--- src/rtl/bist_sequencer_if.sv ---
// Control/status bundle between the BIST sequencer and the top-level pins and test datapath.
// The master modport is the sequencer's side of the bundle.
interface bist_sequencer_if #(
    parameter int MISR_BITS  = 8,
    parameter int N_PATTERNS = 32
);
    localparam int PIDX_W = $clog2(N_PATTERNS + 1);

    logic                 start;
    logic                 abort;
    logic [MISR_BITS-1:0] signature;
    logic                 init;
    logic                 running;
    logic                 scan_en;
    logic                 capture;
    logic                 busy;
    logic [PIDX_W-1:0]    pattern_idx;
    logic                 bist_end;
    logic                 pass_fail;

    modport master (
        input  start, abort, signature,
        output init, running, scan_en, capture, busy, pattern_idx, bist_end, pass_fail
    );

    modport slave (
        output start, abort, signature,
        input  init, running, scan_en, capture, busy, pattern_idx, bist_end, pass_fail
    );
endinterface

--- src/rtl/bist_sequencer.sv ---
// Scan-BIST pattern sequencer: init, then SHIFT/CAPTURE per pattern, final UNLOAD,
// and a registered comparison of the MISR signature against the golden value.
module bist_sequencer #(
    parameter int                   SCAN_LEN        = 8,
    parameter int                   N_PATTERNS      = 32,
    parameter int                   INIT_CYCLES     = 2,
    parameter int                   MISR_BITS       = 8,
    parameter logic [MISR_BITS-1:0] SIGNATURE_VALID = 8'hF9
) (
    input  logic             clock,
    input  logic             reset,
    bist_sequencer_if.master bus
);
    localparam int CNT_MAX = (SCAN_LEN > INIT_CYCLES) ? SCAN_LEN : INIT_CYCLES;
    localparam int CNT_W   = $clog2(CNT_MAX + 1);
    localparam int PIDX_W  = $clog2(N_PATTERNS + 1);

    localparam logic [CNT_W-1:0]  INIT_LAST  = CNT_W'(INIT_CYCLES - 1);
    localparam logic [CNT_W-1:0]  SHIFT_LAST = CNT_W'(SCAN_LEN - 1);
    localparam logic [PIDX_W-1:0] PIDX_LAST  = PIDX_W'(N_PATTERNS);

    typedef enum logic [2:0] {
        IDLE    = 3'd0,
        INIT    = 3'd1,
        SHIFT   = 3'd2,
        CAPTURE = 3'd3,
        UNLOAD  = 3'd4,
        DONE    = 3'd5
    } state_e;

    state_e            state_q, state_d;
    logic [CNT_W-1:0]  cnt_q, cnt_d;
    logic [PIDX_W-1:0] pidx_q, pidx_d;
    logic              start_q, armed_q;
    logic              init_q, running_q, scan_en_q, capture_q, busy_q, bist_end_q, pass_fail_q;
    logic              start_edge_s, active_s, active_d_s;
    logic [PIDX_W-1:0] pidx_inc_s;

    // armed_q blocks a launch until start has been seen low after reset,
    // so a start already high at reset release does not count as an edge.
    assign start_edge_s = bus.start & ~start_q & armed_q;
    assign active_s     = (state_q == INIT) || (state_q == SHIFT) ||
                          (state_q == CAPTURE) || (state_q == UNLOAD);
    assign active_d_s   = (state_d == INIT) || (state_d == SHIFT) ||
                          (state_d == CAPTURE) || (state_d == UNLOAD);
    assign pidx_inc_s   = pidx_q + PIDX_W'(1'b1);

    // Next-state, phase counter and pattern index.
    always_comb begin
        state_d = state_q;
        cnt_d   = cnt_q + CNT_W'(1'b1);
        pidx_d  = pidx_q;
        case (state_q)
            IDLE, DONE: begin
                cnt_d = {CNT_W{1'b0}};
                if (start_edge_s) begin
                    state_d = INIT;
                    pidx_d  = {PIDX_W{1'b0}};
                end else begin
                    state_d = state_q;
                end
            end
            INIT: begin
                if (cnt_q == INIT_LAST) begin
                    state_d = SHIFT;
                    cnt_d   = {CNT_W{1'b0}};
                end else begin
                    state_d = INIT;
                end
            end
            SHIFT: begin
                if (cnt_q == SHIFT_LAST) begin
                    state_d = CAPTURE;
                    cnt_d   = {CNT_W{1'b0}};
                end else begin
                    state_d = SHIFT;
                end
            end
            CAPTURE: begin
                cnt_d   = {CNT_W{1'b0}};
                pidx_d  = pidx_inc_s;
                state_d = (pidx_inc_s == PIDX_LAST) ? UNLOAD : SHIFT;
            end
            UNLOAD: begin
                if (cnt_q == SHIFT_LAST) begin
                    state_d = DONE;
                    cnt_d   = {CNT_W{1'b0}};
                end else begin
                    state_d = UNLOAD;
                end
            end
            default: begin
                state_d = IDLE;
                cnt_d   = {CNT_W{1'b0}};
                pidx_d  = {PIDX_W{1'b0}};
            end
        endcase
        if (bus.abort && active_s) begin
            state_d = IDLE;
            cnt_d   = {CNT_W{1'b0}};
            pidx_d  = {PIDX_W{1'b0}};
        end else begin
            state_d = state_d;
        end
    end

    // State registers and outputs decoded from the next state.
    always_ff @(posedge clock or negedge reset) begin
        if (!reset) begin
            state_q     <= IDLE;
            cnt_q       <= {CNT_W{1'b0}};
            pidx_q      <= {PIDX_W{1'b0}};
            start_q     <= 1'b0;
            armed_q     <= 1'b0;
            init_q      <= 1'b0;
            running_q   <= 1'b0;
            scan_en_q   <= 1'b0;
            capture_q   <= 1'b0;
            busy_q      <= 1'b0;
            bist_end_q  <= 1'b0;
            pass_fail_q <= 1'b0;
        end else begin
            state_q    <= state_d;
            cnt_q      <= cnt_d;
            pidx_q     <= pidx_d;
            start_q    <= bus.start;
            armed_q    <= armed_q | ~bus.start;
            init_q     <= (state_d == INIT);
            running_q  <= active_d_s;
            scan_en_q  <= (state_d == SHIFT) || (state_d == UNLOAD);
            capture_q  <= (state_d == CAPTURE);
            busy_q     <= active_d_s;
            bist_end_q <= (state_d == DONE);
            // Signature is judged once on entry to DONE and then frozen.
            if ((state_q == UNLOAD) && (state_d == DONE)) begin
                pass_fail_q <= (bus.signature == SIGNATURE_VALID);
            end else if (state_d == DONE) begin
                pass_fail_q <= pass_fail_q;
            end else begin
                pass_fail_q <= 1'b0;
            end
        end
    end

    assign bus.init        = init_q;
    assign bus.running     = running_q;
    assign bus.scan_en     = scan_en_q;
    assign bus.capture     = capture_q;
    assign bus.busy        = busy_q;
    assign bus.pattern_idx = pidx_q;
    assign bus.bist_end    = bist_end_q;
    assign bus.pass_fail   = pass_fail_q;
endmodule

--- src/flat_wrapper.sv ---
// flat-port wrapper written by rule: the top's interface ports become plain ports
module bist_sequencer_flat 
#(
    parameter int                   SCAN_LEN        = 8,
    parameter int                   N_PATTERNS      = 32,
    parameter int                   INIT_CYCLES     = 2,
    parameter int                   MISR_BITS       = 8,
    parameter logic [MISR_BITS-1:0] SIGNATURE_VALID = 8'hF9
)
  (clock, reset, bus_start, bus_abort, bus_signature, bus_init, bus_running, bus_scan_en, bus_capture, bus_busy, bus_pattern_idx, bus_bist_end, bus_pass_fail);
  bist_sequencer_if #(.MISR_BITS(MISR_BITS), .N_PATTERNS(N_PATTERNS)) bus_i ();
  input  logic clock;
  input  logic reset;
  input wire logic [$bits(bus_i.start)-1:0] bus_start;
  input wire logic [$bits(bus_i.abort)-1:0] bus_abort;
  input wire logic [$bits(bus_i.signature)-1:0] bus_signature;
  output wire logic [$bits(bus_i.init)-1:0] bus_init;
  output wire logic [$bits(bus_i.running)-1:0] bus_running;
  output wire logic [$bits(bus_i.scan_en)-1:0] bus_scan_en;
  output wire logic [$bits(bus_i.capture)-1:0] bus_capture;
  output wire logic [$bits(bus_i.busy)-1:0] bus_busy;
  output wire logic [$bits(bus_i.pattern_idx)-1:0] bus_pattern_idx;
  output wire logic [$bits(bus_i.bist_end)-1:0] bus_bist_end;
  output wire logic [$bits(bus_i.pass_fail)-1:0] bus_pass_fail;
  assign bus_i.start = bus_start;
  assign bus_i.abort = bus_abort;
  assign bus_i.signature = bus_signature;
  assign bus_init = bus_i.init;
  assign bus_running = bus_i.running;
  assign bus_scan_en = bus_i.scan_en;
  assign bus_capture = bus_i.capture;
  assign bus_busy = bus_i.busy;
  assign bus_pattern_idx = bus_i.pattern_idx;
  assign bus_bist_end = bus_i.bist_end;
  assign bus_pass_fail = bus_i.pass_fail;
  bist_sequencer #(.SCAN_LEN(SCAN_LEN), .N_PATTERNS(N_PATTERNS), .INIT_CYCLES(INIT_CYCLES), .MISR_BITS(MISR_BITS), .SIGNATURE_VALID(SIGNATURE_VALID)) u_core (.clock(clock), .reset(reset), .bus(bus_i));
endmodule
--- config.mk ---
export PLATFORM = sky130hd
export DESIGN_NAME = bist_sequencer_flat
export DESIGN_NICKNAME = d
export VERILOG_FILES = /design/src/rtl/bist_sequencer_if.sv /design/src/rtl/bist_sequencer.sv /design/src/flat_wrapper.sv
export SDC_FILE = /design/constraint.sdc
export NUM_CORES = 1
export LEC_CHECK = 0
export BUFFER_PORTS_ARGS = -buffer_cell sky130_fd_sc_hd__buf_2
export CAP_MARGIN = 0
export CORE_MARGIN = 2
export CORE_UTILIZATION = 48
export CTS_CLUSTER_DIAMETER = 80
export CTS_CLUSTER_SIZE = 8
export DETAILED_ROUTE_END_ITERATION = 7
export PLACE_DENSITY = 0.74
export SYNTH_ARGS = -nofsm -noshare
export SYNTH_HDL_FRONTEND = slang
export SYNTH_SLANG_ARGS = --single-unit
--- constraint.sdc ---
create_clock -name clock -period 1.7 [get_ports clock]
set_input_delay 0.17 -clock clock [delete_from_list [all_inputs] [get_ports clock]]
set_output_delay 0.17 -clock clock [all_outputs]
set_load 0.005 [all_outputs]
==> impl_results.md, run 1 <==
- Async SR Flop Fraction: 1.00
- Die area: between 0.002 and 0.003 mm^2
- Routed vias/inst: 5.65
- Nets: around 190
- Syn Nets: between 100 and 150
- Largest net degree at the start of global routing: 22
- Startpoint class of the critical path: flip-flop
- Status: finished with violations
- Routed Antenna Nets: 0
- Clock Skews: around 0.0052 ns
- Post-synth EDFFs: 0
- Initial Utilization: 0.496
- Row Count: 18
- R2R depth: 6
- Crit path required time: 1.92 ns
- Synth Flop Type: dfrtp_1
- H-tree levels: 1
- Reg power frac: 0.347
- Largest family of logic cells by synthesized area: simple AND/OR/NAND/NOR gates
- First-pass iteration count of the detailed router: 4
- Data arrival, critical path: approximately 2.0 ns
- ANT cells: 0
- Area leader, netlist: dfrtp_1
- Wirelength per Cell: around 16 um
- Final WL: 3.26 mm
- Share of cells above drive strength 1: 0.480
- Final GP Congestion: between 0.8 and 0.9
- Minimum clock period: 1.76 ns
- Gate power share: 0.519
- Setup violations, final: 5
- Clk pwr share: 0.134
- PwrDens: around 1100 mW/mm^2
- Worst Max-Slew Pin Slew: 0.465 ns
- Placed cells: roughly 200
- Min-delay src: bus_start
- Share of the yosys chip area belonging to registers: 0.440
- Initial antenna violation count: 0
- Peak supply drop: 0.000963 V
- Non-Filler Instances: 207
- Final hold violation count: 0
- Syn. warnings: 0
- Worst path max stage delay: approximately 0.45 ns
- P_sw: 702 uW
- R2r endpoint: u_core.bus.pass_fail$_DFFE_PN0P_
- Multiplexer share of the synthesized area: 0.00942
- First-pass GRT wire length: approximately 4.8 mm
- Area Growth Syn to Fin: 44.7%
- Top post-synthesis cells by area: dfrtp_1, nor2_1, a21oi_1
- Most frequent cell after synthesis: dfrtp_1
- TritonCTS Buffers: 3
- Post-Synth Adder-Cell Area: 0.0314
- Synth Area in Compound Gates: 0.177
- Cell Chain, Critical Path: ha_2 > nand2_1 > or4_4 > a21oi_4 > nor3_4 > nor4_2
- Chip Height: 53.9 um
- CP Max Fanout: 4
- CP Class: reg -> reg
- IO Pins: 25
- Switching Share: 0.372
- Vias in the first global route: around 1100
- Port buffer count: 24
- Period utilization: 1.04
- Horiz. Die Dim: roughly 54 um
- Total GRT Usage: 0.229
- Synth Area in XOR/XNOR: 0.0366
- Hold path cells: 2
- Grt total ovfl: 0
- Area of the core: between 0.002 and 0.0025 mm^2
- Num Clock Sinks: 21
- Worst path slowest cell: or4_4
- TritonCTS clock tree: yes
- Worst Hold Path EP: u_core.armed_q$_DFF_PN0_
- F_max: ~0.57 GHz
- Netlist cell types: between 40 and 50
- Synth Cell Area: roughly 0.0012 mm^2
- DRC: 0
- Worst-path clk slew: ~0.13 ns
- Via count: ~1200
- Synth Area in Simple Gates: 0.267
- P_leak: slightly above 0.8 nW
- Unrepaired setup endpoints after global routing: yes
- CTS root buffer: clkbuf_4
- DP HPWL: about 2.1 mm
- Post-synthesis cell count: ~120
- Worst reg-to-reg setup slack: -0.06 ns
- Clk_lat worst skew: 0.31 ns
- Synth top area share: 0.440
- Iter 0 DRT Violations: 16
- Syn Area/Cell: just under 10 um^2
- Worst Slack Setup Final: -0.0621 ns
- Max-cap viol count: 0
- Worst slew margin: 0.690
- Internal: 1.18 mW
- Crit end category: flip-flop
- Failing checks: setup timing
- Top cells by count, synth: dfrtp_1, nor2_1, nand2_1
- Clock buffer depth: 2
- Flops & latches, synth: 21
- Fin Setup TNS: -0.200 ns
- Final-report max-slew violation count: 0
- HP Class: in -> reg
- RR Startpoint: u_core.bus.pattern_idx[1]$_DFFE_PN0P_
## power groups by stage
stage	registers, mW	clock network, mW	logic, mW
3_5_place_dp	0.654	0	0.739
6_report	0.655	0.252	0.979
5_1_grt	0.667	0.288	1.06
4_1_cts	0.643	0.255	0.822
2_1_floorplan	0.658	0	0.424
3_3_place_gp	0.653	0	0.715
## cell usage in the layout, fill, tap and decap left out, types with 2 or more instances in the layout
cell type       n
buf_4          26
dfrtp_2         2
nor4_2          3
o21a_1          2
nand3_1         3
nand2_1         8
ha_4            2
dlygate4sd3_1   2
nor2b_1         2
nor3_1          3
nand2b_1        2
nor3_2          3
nand4_1         2
nand3b_1        3
clkbuf_4        3
dfrtp_1        19
inv_1           3
a21oi_1         8
nor2_1         13
a31oi_1         2
o21ai_0         4
xnor2_1         3
buf_2          24
## worst max-delay path by stage
| stage | from | end | slack [ns] | cells past startpoint |
|---|---|---|---|---|
| global route | u_core.bus.pattern_idx[0]$_DFFE_PN0P_ | u_core.bus.pass_fail$_DFFE_PN0P_ | -0.11 | 6 |
| CTS | u_core.cnt_q[1]$_DFF_PN0_ | u_core.bus.running$_DFF_PN0_ | -0.02 | 7 |
| finish | u_core.bus.pattern_idx[1]$_DFFE_PN0P_ | u_core.bus.pass_fail$_DFFE_PN0P_ | -0.06 | 6 |
| floorplan | u_core.cnt_q[1]$_DFF_PN0_ | u_core.bus.pass_fail$_DFFE_PN0P_ | 0.008 | 6 |
| global placement | u_core.cnt_q[1]$_DFF_PN0_ | u_core.bus.pass_fail$_DFFE_PN0P_ | -0.02 | 6 |
| detailed placement | u_core.cnt_q[1]$_DFF_PN0_ | u_core.bus.bist_end$_DFF_PN0_ | -0.09 | 6 |
## kinds of logic after synthesis
group | Yosys count
mux | 1
buf+inv | 9
fa+ha+maj | 3
simple gates | 55
compound gates | 30
flops | 21
xor+xnor | 5
## area by class of cell
class | instances | area (um^2)
timing repair buffer | 54 | 352
multi-input combinational | 94 | 769
sequential | 21 | 528
clock buffer | 3 | 22.5
inverter | 4 | 15.0
fill | 165 | 681
clock inverter | 1 | 5.00
tap | 30 | 37.5
## through the flow
| stage | util | instance area (um^2) | power (mW) | setup WS, ns | hold WS, ns |
|---|---|---|---|---|---|
| 3_5_place_dp | 0.622 | 1500 | 1.39 | -0.0861 | 0.153 |
| 2_1_floorplan | - | 1200 | 1.08 | 0.00788 | -0.126 |
| 3_3_place_gp | 0.622 | 1500 | 1.37 | -0.0244 | 0.141 |
| 4_1_cts | 0.659 | 1590 | 1.72 | -0.0213 | 0.0394 |
| 5_1_grt | 0.718 | 1730 | 2.01 | -0.108 | 0.0233 |
| 6_report | 0.718 | 1730 | 1.89 | -0.0621 | 0.0357 |
## per-layer routing
layer  wire [um]  vias to the layer above  GRT usage
met4          89                        0      0.128
met1        1360                      578      0.264
met2        1730                       23      0.407
met3          77                       11     0.0278
met5           0                        -          0
li1            -                      558          -
## what timing repair did
item                                   in CTS  in global routing
setup endpoints to repair                  12                 12
hold buffers                                2                  0
setup buffers                               1                  4
gates resized for setup                     6                 21
pin swaps                                   2                 12
endpoints found under the hold margin      22                  0
cloned                                      0                  0
## worst max-delay path, delay by kind of cell, from the launching register on
family	cells	cell delay, ns
AND/OR/NAND/NOR	4	0.84
AO/OA/AOI/OAI	1	0.23
adder cells (fa/ha/maj)	1	0.19
flip-flops	1	0.40
## flip-flops by register name, summed over array words and instances (netlist names)
register,cells
u_core.bus.pass_fail,1
u_core.start_q,1
u_core.armed_q,1
u_core.state_q,3
u_core.bus.init,1
u_core.bus.scan_en,1
u_core.bus.capture,1
u_core.bus.bist_end,1
u_core.bus.running,1
u_core.bus.pattern_idx,6
u_core.cnt_q,4
No activity file was read; power rests on OpenSTA's default activity.
==> run 2: changes to the inputs <==
--- a/config.mk
+++ b/config.mk
@@ -5,14 +5,16 @@
 export SDC_FILE = /design/constraint.sdc
 export NUM_CORES = 1
 export LEC_CHECK = 0
+export ABC_AREA = 1
 export BUFFER_PORTS_ARGS = -buffer_cell sky130_fd_sc_hd__buf_2
 export CAP_MARGIN = 0
 export CORE_MARGIN = 2
-export CORE_UTILIZATION = 48
+export CORE_UTILIZATION = 53
 export CTS_CLUSTER_DIAMETER = 80
 export CTS_CLUSTER_SIZE = 8
 export DETAILED_ROUTE_END_ITERATION = 7
-export PLACE_DENSITY = 0.74
+export PLACE_DENSITY = 0.78
+export SKIP_CTS_REPAIR_TIMING = 1
 export SYNTH_ARGS = -nofsm -noshare
 export SYNTH_HDL_FRONTEND = slang
 export SYNTH_SLANG_ARGS = --single-unit
==> constraint.sdc (replaced) <==
create_clock -name clock -period 1.9 [get_ports clock]
set_input_delay 0.19 -clock clock [delete_from_list [all_inputs] [get_ports clock]]
set_output_delay 0.19 -clock clock [all_outputs]
set_load 0.005 [all_outputs]
==> run 2 against run 1 <==
The flow now finishes without violations. Core utilization fell by 4.7 points. Fmax up 9.1%. Combinational power shrank 45%. Routed wire length shrank 33%. Worst hold slack got worse by 0.021 ns. Worst setup slack gained 0.35 ns. First-iteration DRC count up 56%. Power is 30% lower. Sequential cell count unchanged. Non-clock buffer count shrank 28. Synthesized cell count rose by 9.7%. Register-to-register slack better by 0.35 ns. Critical path type unchanged.
==> impl_results.md, run 2 <==
- Clock buffer depth: 2 (unchanged)
- Largest family of logic cells by synthesized area: simple AND/OR/NAND/NOR gates (unchanged)
- Async SR Flop Fraction: 1.00 (unchanged)
- Die area: 0.00256 mm^2 (was 0.00290 mm^2)
- Non-Filler Instances: 192 (was 207)
- Num Clock Sinks: 21 (unchanged)
- Max reg flops: 6 (unchanged)
- Total GRT Usage: 0.193 (was 0.229)
- Worst Max-Slew Pin Slew: 0.456 ns (was 0.465 ns)
- Synth top area share: 0.456 (was 0.440)
- Syn. warnings: 0 (unchanged)
- Fin util: 0.671 (was 0.718)
- Initial antenna violation count: 0 (unchanged)
- Initial Utilization: 0.576 (was 0.496)
- R2r endpoint: u_core.bus.running$_DFF_PN0_ (was u_core.bus.pass_fail$_DFFE_PN0P_)
- Setup violations, final: 0 (was 5)
- Area Growth Syn to Fin: 16.5% (was 44.7%)
- PwrDens: 981 mW/mm^2 (was 1090 mW/mm^2)
- Top post-synthesis cells by area: dfrtp_1, nand2_1, nand3_1 (was dfrtp_1, nor2_1, a21oi_1)
- CP Max Fanout: 5 (was 4)
- Cell mode on critical path: nand2_1
- Peak supply drop: 0.000663 V (was 0.000963 V)
- Worst reg-to-reg setup slack: 0.28 ns (was -0.06 ns)
- Max-cap viol count: 0 (unchanged)
- DRC: 0 (unchanged)
- Post-synth EDFFs: 0 (unchanged)
- TritonCTS Buffers: 3 (unchanged)
- Synth Area in Compound Gates: 0.112 (was 0.177)
- Routed Antenna Nets: 0 (unchanged)
- Crit path from: u_core.bus.pattern_idx[1]$_DFFE_PN0P_ (unchanged)
- Minimum clock period: 1.62 ns (was 1.76 ns)
- Wirelength per Cell: 11.3 um (was 15.7 um)
- Chip Height: 50.6 um (was 53.9 um)
- Final hold violation count: 0 (unchanged)
- Worst path slowest cell: dfrtp_1 (was or4_4)
- First-pass iteration count of the detailed router: 4 (unchanged)
- HP Class: in -> reg (unchanged)
- Iter 0 DRT Violations: 25 (was 16)
- Worst Slack Setup Final: 0.284 ns (was -0.0621 ns)
- Post-Synth Adder-Cell Area: 0.0326 (was 0.0314)
- Top cells by count, synth: nand2_1, dfrtp_1, nor2_1 (was dfrtp_1, nor2_1, nand2_1)
- Most frequent cells in the layout: nand2_1, buf_2, dfrtp_1 (was buf_4, buf_2, dfrtp_1)
- Synth Area in XOR/XNOR: 0.00760 (was 0.0366)
- Syn Area/Cell: 8.47 um^2 (was 9.64 um^2)
- CTS root buffer: clkbuf_4 (unchanged)
- Final WL: 2.18 mm (was 3.26 mm)
- Syn Nets: 151 (was 139)
- Post-place setup slack: 0.301 ns (was -0.0861 ns)
- Nets: 181 (was 193)
- Met2 Use GR: 0.320 (was 0.407)
- Routed vias/inst: 5.17 (was 5.65)
- Grt total ovfl: 0 (unchanged)
- Cell Chain, Critical Path: ha_1 > nand3_1 > nand2_1 > nand3_1 > nor2_2 > nand2_1 > nand2_1 > nand2_1 > nand2_2 > nand2_1 > nand2_1 > nand2_1 (was ha_2 > nand2_1 > or4_4 > a21oi_4 > nor3_4 > nor4_2)
- GR peak layer: met2 (unchanged)
- Unrepaired setup endpoints after global routing: no (was yes)
- Commonest non-fill, non-tap cell in the layout: nand2_1 (was buf_4)
- P_leak: 0.713 nW (was 0.808 nW)
- IO Pins: 25 (unchanged)
- DP HPWL: 1.68 mm (was 2.10 mm)
- RR Startpoint: u_core.bus.pattern_idx[1]$_DFFE_PN0P_ (unchanged)
- Largest net degree at the start of global routing: 22 (unchanged)
- Clk_lat worst skew: 0.30 ns (was 0.31 ns)
- Worst-path clk slew: 0.11 ns (was 0.13 ns)
- TritonCTS clock tree: yes (unchanged)
- Vias in the first global route: 879 (was 1117)
- Met1 Use GR: 0.251 (was 0.264)
- Synth Area in Simple Gates: 0.325 (was 0.267)
- Port buffer count: 24 (unchanged)
- H-tree levels: 1 (unchanged)
- Status: finished, final reports clean (was finished with violations)
- Post-synthesis cell count: 136 (was 124)
- F_max: 0.619 GHz (was 0.568 GHz)
- Multiplexer share of the synthesized area: 0 (was 0.00942)
- R2R depth: 12 (was 6)
- First-pass GRT wire length: 3.71 mm (was 4.81 mm)
- Final GP Congestion: 0.910 (was 0.815)
- Synth Cell Area: 0.00115 mm^2 (was 0.00119 mm^2)
- Crit path required time: 2.10 ns (was 1.92 ns)
- Horiz. Die Dim: 50.6 um (was 53.9 um)
- Share of cells above drive strength 1: 0.345 (was 0.480)
- Worst path max stage delay: 0.45 ns (about the same)
- Area leader, netlist: dfrtp_1 (unchanged)
- Crit end category: flip-flop (unchanged)
- Final-report max-slew violation count: 0 (unchanged)
- Synth Flop Type: dfrtp_1 (unchanged)
- Startpoint class of the critical path: flip-flop (unchanged)
- Clock Skews: 0.00198 ns (was 0.00522 ns)
- Worst slew margin: 0.696 (was 0.690)
- Netlist cell types: 29 (was 47)
- Period utilization: 0.850 (was 1.04)
- Row Count: 16 (was 18)
- Most frequent cell after synthesis: nand2_1 (was dfrtp_1)
- ANT cells: 0 (unchanged)
- Data arrival, critical path: 1.82 ns (was 1.98 ns)
- Fin Setup TNS: 0 ns (was -0.200 ns)
- Via count: 993 (was 1170)
- CP Class: reg -> reg (unchanged)
- M3 GR Usage: 0.0357 (was 0.0278)
- Placed cells: 187 (was 196)
- Area of the core: 0.00200 mm^2 (was 0.00241 mm^2)
- Flops & latches, synth: 21 (unchanged)
- Share of the yosys chip area belonging to registers: 0.456 (was 0.440)
- End of the critical path: u_core.bus.running$_DFF_PN0_ (was u_core.bus.pass_fail$_DFFE_PN0P_)
## run 2: cell count changes in the layout (fill, tap and decap cells not counted), sizes merged, moves of 3 or more
cell,change
a21oi,-5
buf,-26
inv,+14
nand2,+28
nand3,+9
nor2,+5
nor2b,-3
nor3,-4
o21ai,+4
xnor2,-3
## run 2: cells by family (layout without fill, tap and decap cells)
logic type | after synthesis | in the layout
simple gates | 75 | 75
flops | 21 | 21
xor+xnor | 1 | 1
compound gates | 17 | 17
fa+ha+maj | 3 | 3
buf+inv | 19 | 48
## run 2: where the power goes
group | leakage [nW] | internal (mW) | switching [mW]
Clock | 0.0150 | 0.0818 | 0.130
Sequential | 0.279 | 0.515 | 0.0515
Combinational | 0.420 | 0.188 | 0.350
## run 2: worst max-delay path: cells and delay by family, from the launching register on
kind / cells / cell delay [ns]
adders and majority gates: 1 / 0.24
DFF: 1 / 0.45
and+or+nand+nor: 11 / 0.83
## run 2: worst min path at each step
stage                          from                        end  slack (ns)  cells after the start
after floorplan               reset   u_core.armed_q$_DFF_PN0_       -0.11                      0
after global placement        reset  u_core.cnt_q[3]$_DFF_PN0_        0.16                      1
after detailed placement      reset  u_core.cnt_q[3]$_DFF_PN0_        0.18                      1
after CTS                     reset  u_core.cnt_q[3]$_DFF_PN0_       -0.17                      1
after global routing      bus_start   u_core.start_q$_DFF_PN0_       0.001                      1
final                     bus_start   u_core.start_q$_DFF_PN0_        0.01                      1
## run 2: per-stage QoR
| stage | power [mW] | cell area, um^2 | hold WS, ns |
|---|---|---|---|
| after floorplan | 0.978 | 1150 | -0.106 |
| after global placement | 1.10 | 1310 | 0.162 |
| after detailed placement | 1.11 | 1310 | 0.177 |
| after CTS | 1.33 | 1330 | -0.166 |
| after global routing | 1.43 | 1340 | 0.00101 |
| final | 1.32 | 1340 | 0.0145 |
## run 2: metal layers
layer	wire length (um)	vias up
met1	963	458
met4	34	0
met5	0	-
met2	1040	32
li1	-	498
met3	137	5
## run 2: area by class of cell
type / count / area, um^2
clock buffers: 4 / 26.3
fillers: 178 / 659
inverters: 18 / 70.1
multi-input cells: 96 / 549
flip-flops and latches: 21 / 526
well taps: 27 / 33.8
repair buffers: 26 / 138
